[src/rtl/trap_control_unit_pkg.sv]
// Shared types and constants for the trap control unit: FSM encoding, mcause codes and
// the default handler entry address.
package trap_control_unit_pkg;

  typedef enum logic [2:0] {
    ST_IDLE,
    ST_TRAP,
    ST_HANDLER,
    ST_RETURN,
    ST_HALT
  } state_e;

  localparam logic [31:0] CAUSE_ADDR_FAULT   = 32'd5;
  localparam logic [31:0] CAUSE_ILLEGAL      = 32'd2;
  localparam logic [31:0] CAUSE_ECALL        = 32'd11;
  localparam logic [31:0] TRAP_VECTOR_DEFAULT = 32'h0000_0100;

  typedef struct packed {
    logic        hit;
    logic [31:0] cause;
    logic [31:0] epc;
    logic [31:0] tval;
  } trap_sel_t;

endpackage

[src/rtl/trap_control_unit_priority_encoder.sv]
// Combinational trap-source arbiter: picks cause, mepc and mtval for the highest-priority
// pending source and flags a clean MRET that has no competing trap.
module trap_priority_encoder
  import trap_control_unit_pkg::*;
(
  input  logic        in_idle,
  input  logic        address_exception,
  input  logic        instr_valid,
  input  logic        illegal_instr,
  input  logic        ecall_instr,
  input  logic        mret_instr,
  input  logic [31:0] pc,
  input  logic [31:0] pc_dly,
  input  logic [31:0] addr_dly,
  output trap_sel_t   sel,
  output logic        mret_take
);

  logic illegal_eff;

  // Outside a handler there is nothing to return from, so MRET counts as an illegal instruction.
  assign illegal_eff = instr_valid & (illegal_instr | (mret_instr & in_idle));

  always_comb begin
    sel       = '0;
    mret_take = 1'b0;
    // The address flag belongs to the previous instruction, so it is not gated by instr_valid.
    if (address_exception) begin
      sel.hit   = 1'b1;
      sel.cause = CAUSE_ADDR_FAULT;
      sel.epc   = pc_dly;
      sel.tval  = addr_dly;
    end else if (illegal_eff) begin
      sel.hit   = 1'b1;
      sel.cause = CAUSE_ILLEGAL;
      sel.epc   = pc;
    end else if (instr_valid && ecall_instr) begin
      sel.hit   = 1'b1;
      sel.cause = CAUSE_ECALL;
      sel.epc   = pc;
    end else if (instr_valid && mret_instr && !in_idle) begin
      mret_take = 1'b1;
    end
  end

endmodule

[src/rtl/trap_control_unit.sv]
// Machine-mode trap controller: takes exceptions into a fixed handler vector, returns on MRET,
// and halts on a fault raised while already inside the handler.
module trap_control_unit
  import trap_control_unit_pkg::*;
#(
  parameter logic [31:0] TRAP_VECTOR = TRAP_VECTOR_DEFAULT,
  parameter int unsigned ADDR_LIMIT  = 4095
) (
  input  logic        clk,
  input  logic        reset,
  input  logic        instr_valid,
  input  logic [31:0] pc,
  input  logic [31:0] mem_address,
  input  logic        address_exception,
  input  logic        illegal_instr,
  input  logic        ecall_instr,
  input  logic        mret_instr,
  output logic        exception_sig,
  output logic        mret_sig,
  output logic        redirect_valid,
  output logic [31:0] redirect_pc,
  output logic [31:0] mepc,
  output logic [31:0] mcause,
  output logic [31:0] mtval,
  output logic        in_handler,
  output logic        halted
);

  state_e      state_q, state_d;
  logic [31:0] pc_dly_q, pc_dly_d, addr_dly_q, addr_dly_d;
  logic [31:0] mepc_q, mepc_d, mcause_q, mcause_d, mtval_q, mtval_d;
  logic [31:0] redirect_pc_q, redirect_pc_d;
  logic        exception_sig_q, exception_sig_d, mret_sig_q, mret_sig_d;
  logic        redirect_valid_q, redirect_valid_d;
  logic        in_handler_q, in_handler_d, halted_q, halted_d;

  trap_sel_t   sel;
  logic        mret_take;

  trap_priority_encoder u_prio (
    .in_idle          (state_q == ST_IDLE),
    .address_exception(address_exception),
    .instr_valid      (instr_valid),
    .illegal_instr    (illegal_instr),
    .ecall_instr      (ecall_instr),
    .mret_instr       (mret_instr),
    .pc               (pc),
    .pc_dly           (pc_dly_q),
    .addr_dly         (addr_dly_q),
    .sel              (sel),
    .mret_take        (mret_take)
  );

  always_comb begin
    state_d          = state_q;
    pc_dly_d         = pc_dly_q;
    addr_dly_d       = addr_dly_q;
    mepc_d           = mepc_q;
    mcause_d         = mcause_q;
    mtval_d          = mtval_q;
    exception_sig_d  = 1'b0;
    mret_sig_d       = 1'b0;
    redirect_valid_d = 1'b0;
    redirect_pc_d    = '0;
    in_handler_d     = in_handler_q;
    halted_d         = halted_q;
    // Inputs are only sampled in IDLE/HANDLER; TRAP and RETURN see stale flags from the pipeline.
    if ((state_q == ST_IDLE || state_q == ST_HANDLER) && instr_valid) begin
      pc_dly_d   = pc;
      addr_dly_d = mem_address;
    end
    unique case (state_q)
      ST_IDLE: begin
        if (sel.hit) begin
          state_d          = ST_TRAP;
          mepc_d           = sel.epc;
          mcause_d         = sel.cause;
          mtval_d          = sel.tval;
          exception_sig_d  = 1'b1;
          redirect_valid_d = 1'b1;
          redirect_pc_d    = TRAP_VECTOR;
        end
      end
      ST_TRAP: begin
        state_d      = ST_HANDLER;
        in_handler_d = 1'b1;
      end
      ST_HANDLER: begin
        if (sel.hit) begin
          state_d      = ST_HALT;
          in_handler_d = 1'b0;
          halted_d     = 1'b1;
        end else if (mret_take) begin
          state_d          = ST_RETURN;
          in_handler_d     = 1'b0;
          mret_sig_d       = 1'b1;
          redirect_valid_d = 1'b1;
          redirect_pc_d    = mepc_q + 32'd4;
        end
      end
      ST_RETURN: state_d = ST_IDLE;
      ST_HALT:   state_d = ST_HALT;
      default:   state_d = ST_IDLE;
    endcase
  end

  always_ff @(posedge clk or negedge reset) begin
    if (!reset) begin
      state_q          <= ST_IDLE;
      pc_dly_q         <= '0;
      addr_dly_q       <= '0;
      mepc_q           <= '0;
      mcause_q         <= '0;
      mtval_q          <= '0;
      redirect_pc_q    <= '0;
      exception_sig_q  <= 1'b0;
      mret_sig_q       <= 1'b0;
      redirect_valid_q <= 1'b0;
      in_handler_q     <= 1'b0;
      halted_q         <= 1'b0;
    end else begin
      state_q          <= state_d;
      pc_dly_q         <= pc_dly_d;
      addr_dly_q       <= addr_dly_d;
      mepc_q           <= mepc_d;
      mcause_q         <= mcause_d;
      mtval_q          <= mtval_d;
      redirect_pc_q    <= redirect_pc_d;
      exception_sig_q  <= exception_sig_d;
      mret_sig_q       <= mret_sig_d;
      redirect_valid_q <= redirect_valid_d;
      in_handler_q     <= in_handler_d;
      halted_q         <= halted_d;
    end
  end

  assign exception_sig  = exception_sig_q;
  assign mret_sig       = mret_sig_q;
  assign redirect_valid = redirect_valid_q;
  assign redirect_pc    = redirect_pc_q;
  assign mepc           = mepc_q;
  assign mcause         = mcause_q;
  assign mtval          = mtval_q;
  assign in_handler     = in_handler_q;
  assign halted         = halted_q;

endmodule

[config.mk]
export PLATFORM = sky130hd
export DESIGN_NAME = trap_control_unit
export DESIGN_NICKNAME = d
export VERILOG_FILES = /design/src/rtl/trap_control_unit_pkg.sv /design/src/rtl/trap_control_unit_priority_encoder.sv /design/src/rtl/trap_control_unit.sv
export SDC_FILE = /design/constraint.sdc
export NUM_CORES = 1
export LEC_CHECK = 0
export ABC_AREA = 1
export BUFFER_PORTS_ARGS = -buffer_cell sky130_fd_sc_hd__buf_2
export CAP_MARGIN = 20
export CORE_MARGIN = 4
export CORE_UTILIZATION = 52
export DETAILED_ROUTE_END_ITERATION = 10
export GPL_TIMING_DRIVEN = 0
export HOLD_SLACK_MARGIN = 0.08
export PLACE_DENSITY = 0.79
export SYNTH_ARGS = -nofsm -noshare
export SYNTH_HDL_FRONTEND = slang
export SYNTH_SLANG_ARGS = --single-unit
[constraint.sdc]
create_clock -name clk -period 2.1 [get_ports clk]
set_clock_uncertainty 0.05 [all_clocks]
set_input_delay 0.105 -clock clk [delete_from_list [all_inputs] [get_ports clk]]
set_output_delay 0.105 -clock clk [all_outputs]
set_load 0.05 [all_outputs]
==> metrics.log, run 1 <==
INFO  metric run_status = finished clean
INFO  metric critical-path-top-cell-by-count = nand2_1
INFO  metric vias = approximately 6,100
INFO  metric global_route.usage.total = 0.248
INFO  metric antenna_left = 0
INFO  metric worst_setup_hold_path_clk_slew = 0.06 ns
INFO  metric tritoncts.num_buffers = 17
INFO  metric timing.critical_path.slowest_stage_cell = dfrtp_1
INFO  metric avgSynthCellArea = 11.3 um2
INFO  metric cts-htree-levels = 4
INFO  metric pwr_density_cell = approximately 1600 mW/mm2
INFO  metric ys_types = between 40 and 50
INFO  metric syn-cell-area = ~0.0075 mm2
INFO  metric layout.cells.non_filler = 1,145
INFO  metric num-nets-final = between 1,000 and 1,500
INFO  metric final_report_hold_violation_count = 0
INFO  metric synth_xor_area_frac = 0.0163
INFO  metric seq_area = 0.00431 mm2
INFO  metric power_leakage = 4.96 nW
INFO  metric share_of_power_burned_in_combinational_logic = 0.434
INFO  metric cts.root.buffer_cell = clkbuf_16
INFO  metric fmaxAchievable = between 500 and 600 MHz
INFO  metric numClockSinks = ~170
INFO  metric dieArea = around 0.016 mm2
INFO  metric tns = 0 ns
INFO  metric drt_iter0_drc = ~390
INFO  metric grt_max_degree = 122
INFO  metric power.net_switching = 6.88 mW
INFO  metric finalWorstSetupSlack = around 0.18 ns
INFO  metric final_design_area_no_fill = roughly 0.010 mm2
INFO  metric via_count_of_the_first_global_routing_pass = 6,240
INFO  metric grt_first_pass_wirelength = about 32,000 um
INFO  metric critPathLaunchType = flop
INFO  metric post_synth_mux_area_share = 0.0960
INFO  metric rows = 43
INFO  metric ys_async_sr_fraction = 1.00
INFO  metric finalWorstPathRequiredPeriod = about 1.9 ns
INFO  metric die_h = around 130 um
INFO  metric total_power = approximately 16 mW
INFO  metric sequentialPowerShare = 0.365
INFO  metric pre_cts_ws = 0.174 ns
INFO  metric postSynth.topFlopCell = dfrtp_1
INFO  metric rsz0062_at_grt = false
INFO  metric ys_seq_elements = 172
INFO  metric drcViolationCount = 0
INFO  metric maxSlewHeadroom = 0.606
INFO  metric grt-ovfl-total = 0
INFO  metric period_share = 0.912
INFO  metric maximum_resistive_drop_on_vdd = 0.000947 V
INFO  metric max_cap_viol_count = 0
INFO  metric die_x = 128 um
INFO  metric clock_tree.buffer_depth = 2
INFO  metric synth_sequential_area_ratio = 0.573
INFO  metric cp-end-kind = flop
INFO  metric placedInstanceArea = 0.00875 mm2
INFO  metric synth_cells = approximately 670
INFO  metric synth_simple_gate_area_share = 0.172
INFO  metric multi_input_combinational_cell_area = around 0.0028 mm2
INFO  metric io_pins = ~200
INFO  metric gp_congestion = 0.941
INFO  metric clockPowerShare = 0.200
INFO  metric drv_slew = 0
INFO  metric hold_path.class = in2async
INFO  metric synth-edff-count = 0
INFO  metric p_int = about 8.7 mW
INFO  metric tightest_slew = 0.591 ns
INFO  metric critical_path_buffers_and_inverters = 0
INFO  metric post-dp-hpwl = around 14,000 um
INFO  metric postcts_setup_bufs = 0
INFO  metric post_synthesis_compound_gate_area_fraction = 0.0733
INFO  metric power.switching_fraction = 0.443
INFO  metric detailedRoute.firstPassIterationCount = 5
INFO  metric drive_gt1_frac = 0.368
INFO  metric tritoncts = yes
INFO  metric nFillCells = between 1,000 and 1,500
INFO  metric port_buffer_count = approximately 180
INFO  metric place_inst = roughly 1,000
INFO  metric critical_path.top_delay_family = simple AND/OR/NAND/NOR gates
INFO  metric critical_path.max_fanout = 5
INFO  metric dominant_combinational_cell_family_by_area_after_synthesis = simple AND/OR/NAND/NOR gates
INFO  metric cp_data_arrival_time = between 2 and 2.5 ns
INFO  metric path_class = reg2reg
INFO  metric totalWireLength = 19,900 um
INFO  metric initial_utilization = 0.537
INFO  metric routed_wire_length_per_instance = roughly 17 um
INFO  metric clock_insertion_delay_worst_skew = approximately 0.42 ns
INFO  metric synth.yosys.warnings = 0
INFO  metric timing.critical_path.required = ~2.4 ns
INFO  metric areaGrowthSynthToFinish = 33.2%
INFO  metric timing.critical_path.slowest_cell_delay = about 0.43 ns
INFO  metric holdWs = ~0.13 ns
INFO  metric viasPerCell = 5.28
INFO  metric timing.critical_path.cells = ha_1 -> nand2_1 -> nor2_1 -> nand2_1 -> nor2_2 -> nand2_1 -> nor2_1 -> nand2_1 -> xor2_1 -> nor2_4
INFO  metric post_synth_fa_ha_maj_area_fraction = 0.00167
INFO  metric core_area = roughly 0.014 mm2
INFO  metric initial_antenna_violation_count = 0
INFO  metric fin_util = 0.715
INFO  metric timing.final.setup_violations = 0
==> repair_timing <==
action                                  CTS  global route
endpoints found under the setup margin    0             1
gates resized for setup                   0             1
hold buffers                             66             0
hold endpoints to repair                268             0
==> path summary, 6_finish.rpt <==
path                                      from                        end  slack (ns)  cells past startpoint
setup / recovery           mepc[2]$_DFFE_PN0P_  redirect_pc[22]$_DFF_PN0_        0.18                     10
hold / removal                           reset   redirect_pc[5]$_DFF_PN0_        0.13                      2
setup reg to reg           mepc[2]$_DFFE_PN0P_  redirect_pc[22]$_DFF_PN0_        0.18                     10
hold reg to reg             halted$_DFFE_PN0P_         halted$_DFFE_PN0P_        0.42                      2
max in group asynchronous                reset       mtval[2]$_DFFE_PN0P_        0.97                      3
min in group clk                 illegal_instr     state_q[1]$_DFFE_PN0P_        0.13                      4
==> layer usage <==
| metal | wire length, um | part of all wire | vias to the layer above | global-route usage |
|---|---|---|---|---|
| met5 | 0 | 0 | - | 0 |
| met4 | 530 | 0.027 | 0 | 0.106 |
| met3 | 1530 | 0.077 | 39 | 0.0633 |
| met2 | 9840 | 0.49 | 252 | 0.413 |
| met1 | 8050 | 0.40 | 2950 | 0.307 |
| li1 | - | - | 2809 | - |
==> layout make-up <==
type,instances,area share
inverter,34,0.0130
sequential,172,0.431
clock inverter,6,0.00851
multi-input combinational,428,0.280
clock buffer,24,0.0502
timing repair buffer,242,0.157
tap,180,0.0225
buffer,58,0.0375
antenna,1,0.000250
==> state kept, by name (all words and copies together) (netlist names), 3 cells and up <==
name         flops
redirect_pc     32
addr_dly_q      32
mtval           32
pc_dly_q        32
state_q          3
mepc            32
mcause           4
==> cells in the mapped netlist (3+ instances only) <==
master    number  share of area
dfrtp_1      172           0.57
nand2_1      106          0.053
mux2_2        64          0.096
nand4_1       38          0.032
nor2_1        38          0.019
a22o_1        33          0.038
buf_4         30          0.030
inv_1         28          0.014
nand3_1       26          0.017
nor3_1        19          0.013
buf_2         15          0.010
nor2_4        11          0.016
a21oi_1        9         0.0060
xor2_1         9          0.010
o211ai_2       8          0.013
clkbuf_1       7         0.0035
inv_2          5         0.0025
o211ai_1       5         0.0050
xnor2_1        5         0.0058
nor2_2         4         0.0033
o21ai_0        4         0.0027
a31oi_1        3         0.0025
buf_1          3         0.0015
==> cell usage in the layout (no fill, tap or decap), types with 26 or more instances in the layout <==
cell type and count:
buf_4 30, dlygate4sd3_1 66, mux2_2 64, a22o_1 33, nand2_1 106, nor2_1 38
dfrtp_1 171, inv_1 28, buf_2 189, nand3_1 26, nand4_1 38, conb_1 28
==> kinds of logic after synthesis <==
group	count (synthesis)
buf+inv	92
xor+xnor	14
fa+ha+maj	1
simple gates	253
other cells	1
compound gates	68
flops	172
mux	64
==> worst reg2reg max path: cells and delay by family, from the launching register on <==
family        cells  cell delay, ns
flops             1            0.43
xor+xnor          1            0.23
fa+ha+maj         1            0.22
simple gates      8            0.88
==> power groups by stage <==
stage          registers [mW]  logic [mW]  clock network (mW)
2_1_floorplan            7.61        2.90                   0
3_3_place_gp             5.62        6.53                   0
3_5_place_dp             5.65        6.68                   0
4_1_cts                  5.63        6.78                3.16
5_1_grt                  5.80        7.22                3.33
6_report                 5.67        6.75                3.11
Power figures use the tool's default switching activity.
==> run 2: changes to the inputs <==
Settings changed: CORE_UTILIZATION 52 to 33, PLACE_DENSITY 0.79 to unset.
==> run 2 against run 1 <==
Net effect:
- die area grew 54%
- sequential cell count unchanged
- total power up 0.69%
- first-iteration DRC count down 22%
- design area increased by 1.5%
- clock-buffer cell count decreased by 7
- critical path depth is the same
- register-to-register slack about the same
- via count down 2.0%
- sequential power about the same
- hold slack got worse by 0.024 ns
==> metrics.log, run 2 (synthesis gave the netlist of run 1 again) <==
INFO  metric timing.critical_path.required = 2.37 ns (was 2.36 ns)
INFO  metric run_status = finished clean (unchanged)
INFO  metric clock_insertion_delay_worst_skew = 0.44 ns (was 0.42 ns)
INFO  metric grt-ovfl-total = 0 (unchanged)
INFO  metric antenna_left = 0 (unchanged)
INFO  metric initial_utilization = 0.340 (was 0.537)
INFO  metric cts-htree-levels = 4 (unchanged)
INFO  metric totalWireLength = 21,200 um (was 19,900 um)
INFO  metric global_route.usage.total = 0.167 (was 0.248)
INFO  metric port_buffer_count = 175 (unchanged)
INFO  metric timing.critical_path.slowest_cell_delay = 0.44 ns (was 0.43 ns)
INFO  metric sequentialPowerShare = 0.362 (was 0.365)
INFO  metric drcViolationCount = 0 (unchanged)
INFO  metric final_common_cell = buf_2 (unchanged)
INFO  metric areaGrowthSynthToFinish = 35.2% (was 33.2%)
INFO  metric cp_data_arrival_time = 2.19 ns (was 2.17 ns)
INFO  metric via_count_of_the_first_global_routing_pass = 5,947 (was 6,240)
INFO  metric grt_first_pass_wirelength = 33,500 um (was 31,800 um)
INFO  metric grt_max_degree = 105 (was 122)
INFO  metric dieArea = 0.0252 mm2 (was 0.0164 mm2)
INFO  metric cp-end-kind = flop (unchanged)
INFO  metric total_power = 15.6 mW (was 15.5 mW)
INFO  metric drive_gt1_frac = 0.375 (was 0.368)
INFO  metric final_report_hold_violation_count = 0 (unchanged)
INFO  metric pwr_density_cell = 1540 mW/mm2 (was 1550 mW/mm2)
INFO  metric p_int = 8.46 mW (was 8.66 mW)
INFO  metric clock_tree.buffer_depth = 2 (unchanged)
INFO  metric rows = 54 (was 43)
INFO  metric hold_path.class = in2reg (was in2async)
INFO  metric core_area = 0.0221 mm2 (was 0.0140 mm2)
INFO  metric drt_iter0_drc = 303 (was 386)
INFO  metric vias = 5,926 (was 6,050)
INFO  metric worst_setup_hold_path_clk_slew = 0.07 ns (was 0.06 ns)
INFO  metric fmaxAchievable = 522 MHz (about the same)
INFO  metric viasPerCell = 4.75 (was 5.28)
INFO  metric numClockSinks = 172 (unchanged)
INFO  metric post-dp-hpwl = 14,900 um (was 14,000 um)
INFO  metric power.switching_fraction = 0.459 (was 0.443)
INFO  metric maxSlewHeadroom = 0.636 (was 0.606)
INFO  metric clockPowerShare = 0.205 (was 0.200)
INFO  metric detailedRoute.firstPassIterationCount = 5 (unchanged)
INFO  metric critical_path.max_fanout = 5 (unchanged)
INFO  metric critical-path-top-cell-by-count = nand2_1 (unchanged)
INFO  metric critPathLaunchType = flop (unchanged)
INFO  metric tritoncts = yes (unchanged)
INFO  metric routed_wire_length_per_instance = 17.0 um (was 17.4 um)
INFO  metric highest_count_cells_in_the_layout_ignoring_fill_and_taps = buf_2, dfrtp_1, nand2_1 (unchanged)
INFO  metric tightest_slew = 0.546 ns (was 0.591 ns)
INFO  metric finalWorstPathRequiredPeriod = 1.92 ns (about the same)
INFO  metric num-nets-final = 1,025 (unchanged)
INFO  metric fin_util = 0.459 (was 0.715)
INFO  metric final_design_area_no_fill = 0.0101 mm2 (was 0.0100 mm2)
INFO  metric io_pins = 204 (unchanged)
INFO  metric cts.root.buffer_cell = clkbuf_16 (unchanged)
INFO  metric die_h = 159 um (was 128 um)
INFO  metric maximum_resistive_drop_on_vdd = 0.000972 V (was 0.000947 V)
INFO  metric gp_congestion = 0.878 (was 0.941)
INFO  metric postcts_setup_bufs = 0 (unchanged)
INFO  metric power_leakage = 4.96 nW (about the same)
INFO  metric share_of_power_burned_in_combinational_logic = 0.433 (was 0.434)
INFO  metric timing.final.setup_violations = 0 (unchanged)
INFO  metric rsz0062_at_grt = false (unchanged)
INFO  metric timing.critical_path.cells = ha_1 -> nand2_1 -> nor2_1 -> nand2_1 -> nor2_2 -> nand2_1 -> nor2_1 -> nand2_1 -> xor2_2 -> nor2_4 (was ha_1 -> nand2_1 -> nor2_1 -> nand2_1 -> nor2_2 -> nand2_1 -> nor2_1 -> nand2_1 -> xor2_1 -> nor2_4)
INFO  metric period_share = 0.913 (was 0.912)
INFO  metric max_cap_viol_count = 0 (unchanged)
INFO  metric placedInstanceArea = 0.00887 mm2 (was 0.00875 mm2)
INFO  metric timing.critical_path.slowest_stage_cell = dfrtp_2 (was dfrtp_1)
INFO  metric die_x = 159 um (was 128 um)
INFO  metric initial_antenna_violation_count = 2 (was 0)
INFO  metric drv_slew = 0 (unchanged)
INFO  metric path_class = reg2reg (unchanged)
INFO  metric power.net_switching = 7.18 mW (was 6.88 mW)
INFO  metric tritoncts.num_buffers = 17 (unchanged)
[run 2: cell count changes in the layout (fill, tap and decap cells not counted), moves of 2 or more]
cell / change
clkinv_2: -2
clkinv_8: +2
clkbuf_8: -5
inv_6: +5
clkinv_4: +3
clkbuf_1: -2
inv_8: +3
[run 2: through the flow]
stage / TNS [ns] / worst slack [ns] / hold slack [ns] / instances
after floorplan: 0 / 0.0285 / -0.241 / 692
after global placement: -322.38 / -1.89 / 0.288 / 1147
after detailed placement: 0 / 0.112 / 0.0479 / 1148
after CTS: 0 / 0.0918 / 0.0987 / 1246
after global routing: 0 / 0.00912 / 0.138 / 1246
final: 0 / 0.183 / 0.108 / 1247
[run 2: final cells by class]
cell class / count / area [um2]
repair buffers: 242 / 1570
flip-flops and latches: 172 / 4310
inverters: 34 / 130
diodes: 1 / 2.50
fillers: 2087 / 11900
clock inverters: 15 / 174
well taps: 280 / 350
clock buffers: 17 / 425
multi-input cells: 428 / 2810
plain buffers: 58 / 375
[run 2: power by group through the flow]
stage          logic [mW]  registers [mW]  clock network [mW]
2_1_floorplan        2.90            7.61                   0
6_report             6.78            5.66                3.20
3_3_place_gp         6.62            5.65                   0
5_1_grt              7.25            5.82                3.45
4_1_cts              6.83            5.63                3.30
3_5_place_dp         6.72            5.67                   0
[run 2: metal layers]
| metal | global-route usage | share of wire |
|---|---|---|
| met5 | 0 | 0.00099 |
| met4 | 0.0529 | 0.022 |
| met3 | 0.0539 | 0.074 |
| met2 | 0.258 | 0.46 |
| met1 | 0.225 | 0.45 |
[run 2: final timing paths]
check	start	end	slack [ns]	cells past startpoint
setup / recovery	mepc[3]$_DFFE_PN0P_	redirect_pc[22]$_DFF_PN0_	0.18	10
hold / removal	illegal_instr	state_q[1]$_DFFE_PN0P_	0.11	4
setup reg to reg	mepc[3]$_DFFE_PN0P_	redirect_pc[22]$_DFF_PN0_	0.18	10
hold reg to reg	pc_dly_q[19]$_DFFE_PN0P_	mepc[19]$_DFFE_PN0P_	0.43	2
max in group asynchronous	reset	redirect_pc[21]$_DFF_PN0_	0.96	3
min in group asynchronous	reset	addr_dly_q[30]$_DFFE_PN0P_	0.15	2
[run 2: repair_timing]
| item | 4_1_cts | 5_1_grt |
|---|---|---|
| resized for setup | 0 | 4 |
| endpoints found under the setup margin | 0 | 5 |
| hold buffers | 66 | 0 |
| endpoints found under the hold margin | 164 | 0 |
[run 2: worst max-delay path, delay by kind of cell, from the launching register on]
kind	cells	cell delay, ns
AND/OR/NAND/NOR	8	0.91
flip-flops	1	0.44
adder cells (fa/ha/maj)	1	0.22
XOR/XNOR	1	0.19
==> run 3: changes to the inputs <==
==> constraint.sdc (replaced) <==
create_clock -name clk -period 2.1 [get_ports clk]
set_clock_uncertainty 0.05 [all_clocks]
set_input_delay 0.315 -clock clk [delete_from_list [all_inputs] [get_ports clk]]
set_output_delay 0.315 -clock clk [all_outputs]
set_load 0.05 [all_outputs]
==> run 3 against run 2 <==
Net effect:
- register-to-register slack about the same
- clock power about the same
- sequential cell count unchanged
- first-iteration DRC count down 0.33%
- utilization down 0.45 points
- critical endpoint unchanged
- largest power group unchanged
==> metrics.log, run 3 (synthesis gave the netlist of run 1 again) <==
INFO  metric drt_iter0_drc = 302 (was 303)
INFO  metric grt-ovfl-total = 0 (unchanged)
INFO  metric run_status = finished clean (unchanged)
INFO  metric path_class = reg2reg (unchanged)
INFO  metric timing.critical_path.cells = ha_1 -> nand2_1 -> nor2_1 -> nand2_1 -> nor2_2 -> nand2_1 -> nor2_1 -> nand2_1 -> xor2_2 -> nor2_4 (unchanged)
INFO  metric antenna_left = 0 (unchanged)
INFO  metric global_route.usage.total = 0.165 (was 0.167)
INFO  metric cts-htree-levels = 4 (unchanged)
INFO  metric highest_count_cells_in_the_layout_ignoring_fill_and_taps = buf_2, dfrtp_1, nand2_1 (unchanged)
INFO  metric rsz0062_at_grt = false (unchanged)
INFO  metric final_report_hold_violation_count = 0 (unchanged)
INFO  metric areaGrowthSynthToFinish = 33.8% (was 35.2%)
INFO  metric initial_antenna_violation_count = 2 (unchanged)
INFO  metric timing.critical_path.slowest_stage_cell = dfrtp_2 (unchanged)
INFO  metric critical_path.top_delay_family = simple AND/OR/NAND/NOR gates (unchanged)
INFO  metric tritoncts.num_buffers = 17 (unchanged)
INFO  metric power_leakage = 4.92 nW (was 4.96 nW)
INFO  metric grt_max_degree = 105 (unchanged)
INFO  metric timing.critical_path.slowest_cell_delay = 0.44 ns (about the same)
INFO  metric max_cap_viol_count = 0 (unchanged)
INFO  metric critical-path-top-cell-by-count = nand2_1 (unchanged)
INFO  metric numClockSinks = 172 (unchanged)
INFO  metric detailedRoute.firstPassIterationCount = 4 (was 5)
INFO  metric tritoncts = yes (unchanged)
INFO  metric period_share = 0.913 (about the same)
INFO  metric io_pins = 204 (unchanged)
INFO  metric routed_wire_length_per_instance = 16.9 um (was 17.0 um)
INFO  metric place_inst = 1,148 (unchanged)
INFO  metric clock_insertion_delay_worst_skew = 0.44 ns (about the same)
INFO  metric layout.cells.non_filler = 1,237 (was 1,247)
INFO  metric finalWorstPathRequiredPeriod = 1.92 ns (about the same)
INFO  metric clock_tree.buffer_depth = 2 (unchanged)
INFO  metric post-dp-hpwl = 14,900 um (unchanged)
INFO  metric fmaxAchievable = 522 MHz (about the same)
INFO  metric holdWs = 0.0994 ns (was 0.108 ns)
INFO  metric die_h = 159 um (unchanged)
INFO  metric hold_path.class = in2reg (unchanged)
INFO  metric final_common_cell = buf_2 (unchanged)
INFO  metric worst_setup_hold_path_clk_slew = 0.07 ns (about the same)
INFO  metric cp-end-kind = flop (unchanged)
INFO  metric die_x = 159 um (unchanged)
INFO  metric cp_data_arrival_time = 2.19 ns (about the same)
INFO  metric vias = 5,857 (was 5,926)
INFO  metric tightest_slew = 0.562 ns (was 0.546 ns)
INFO  metric critical_path_buffers_and_inverters = 0 (unchanged)
INFO  metric timing.final.setup_violations = 0 (unchanged)
INFO  metric drive_gt1_frac = 0.379 (was 0.375)
INFO  metric port_buffer_count = 175 (unchanged)
INFO  metric viasPerCell = 4.73 (was 4.75)
INFO  metric grt_first_pass_wirelength = 33,200 um (was 33,500 um)
INFO  metric gp_congestion = 0.878 (unchanged)
INFO  metric totalWireLength = 21,000 um (was 21,200 um)
INFO  metric num-nets-final = 1,015 (was 1,025)
INFO  metric pwr_density_cell = 1550 mW/mm2 (was 1540 mW/mm2)
INFO  metric cts.root.buffer_cell = clkbuf_16 (unchanged)
INFO  metric dieArea = 0.0252 mm2 (unchanged)
INFO  metric maximum_resistive_drop_on_vdd = 0.000989 V (was 0.000972 V)
INFO  metric critical_path.max_fanout = 5 (unchanged)
INFO  metric initial_utilization = 0.340 (unchanged)
INFO  metric final_design_area_no_fill = 0.0100 mm2 (was 0.0101 mm2)
INFO  metric placedInstanceArea = 0.00887 mm2 (unchanged)
INFO  metric rows = 54 (unchanged)
INFO  metric maxSlewHeadroom = 0.625 (was 0.636)
INFO  metric critPathLaunchType = flop (unchanged)
INFO  metric postcts_setup_bufs = 0 (unchanged)
INFO  metric drcViolationCount = 0 (unchanged)
INFO  metric via_count_of_the_first_global_routing_pass = 5,884 (was 5,947)
INFO  metric core_area = 0.0221 mm2 (unchanged)
INFO  metric timing.critical_path.required = 2.38 ns (was 2.37 ns)
INFO  metric drv_slew = 0 (unchanged)
-- run 3: final timing paths --
path	from	to	slack [ns]	cells past startpoint
setup / recovery	mepc[3]$_DFFE_PN0P_	redirect_pc[22]$_DFF_PN0_	0.18	10
hold / removal	pc[15]	pc_dly_q[15]$_DFFE_PN0P_	0.1	2
setup reg to reg	mepc[3]$_DFFE_PN0P_	redirect_pc[22]$_DFF_PN0_	0.18	10
hold reg to reg	pc_dly_q[19]$_DFFE_PN0P_	mepc[19]$_DFFE_PN0P_	0.43	2
max in group asynchronous	reset	redirect_pc[21]$_DFF_PN0_	0.76	3
min in group asynchronous	reset	addr_dly_q[30]$_DFFE_PN0P_	0.36	2
-- run 3: per-stage QoR --
stage	setup WS (ns)	TNS, ns	util	total power, mW
floorplan	0.0285	0	-	10.5
global placement	-2.10	-358.50	0.400	12.3
detailed placement	0.112	0	0.402	12.4
CTS	0.0918	0	0.454	15.7
global route	0.00961	0	0.455	16.5
finish	0.184	0	0.455	15.6
-- run 3: where the power goes --
part,internal (mW),total [mW],switching (mW)
Sequential,4.62,5.65,1.03
Combinational,2.12,6.76,4.64
Clock,1.70,3.20,1.50
Total,8.44,15.6,7.17
-- run 3: layer usage --
metal / GRT usage / wire [um] / part of all wire / vias up
met3: 0.0547 / 1470 / 0.070 / 26
met4: 0.0442 / 331 / 0.016 / 4
met5: 0 / 20 / 0.00095 / -
met2: 0.257 / 9680 / 0.46 / 202
met1: 0.224 / 9470 / 0.45 / 2824
li1: - / - / - / 2801
-- run 3: timing repair --
item,CTS,global route
endpoints found under the setup margin,0,4
endpoints found under the hold margin,123,0
resized for setup,0,4
hold buffers,56,0
-- run 3: layout make-up --
type,instances,area [um2]
Clock buffer,17,425
Timing Repair Buffer,232,1470
Tap cell,280,350
Clock inverter,15,174
Multi-Input combinational cell,428,2810
Inverter,34,130
Sequential cell,172,4310
Buffer,58,375
Antenna cell,1,2.50
Fill cell,2097,12000
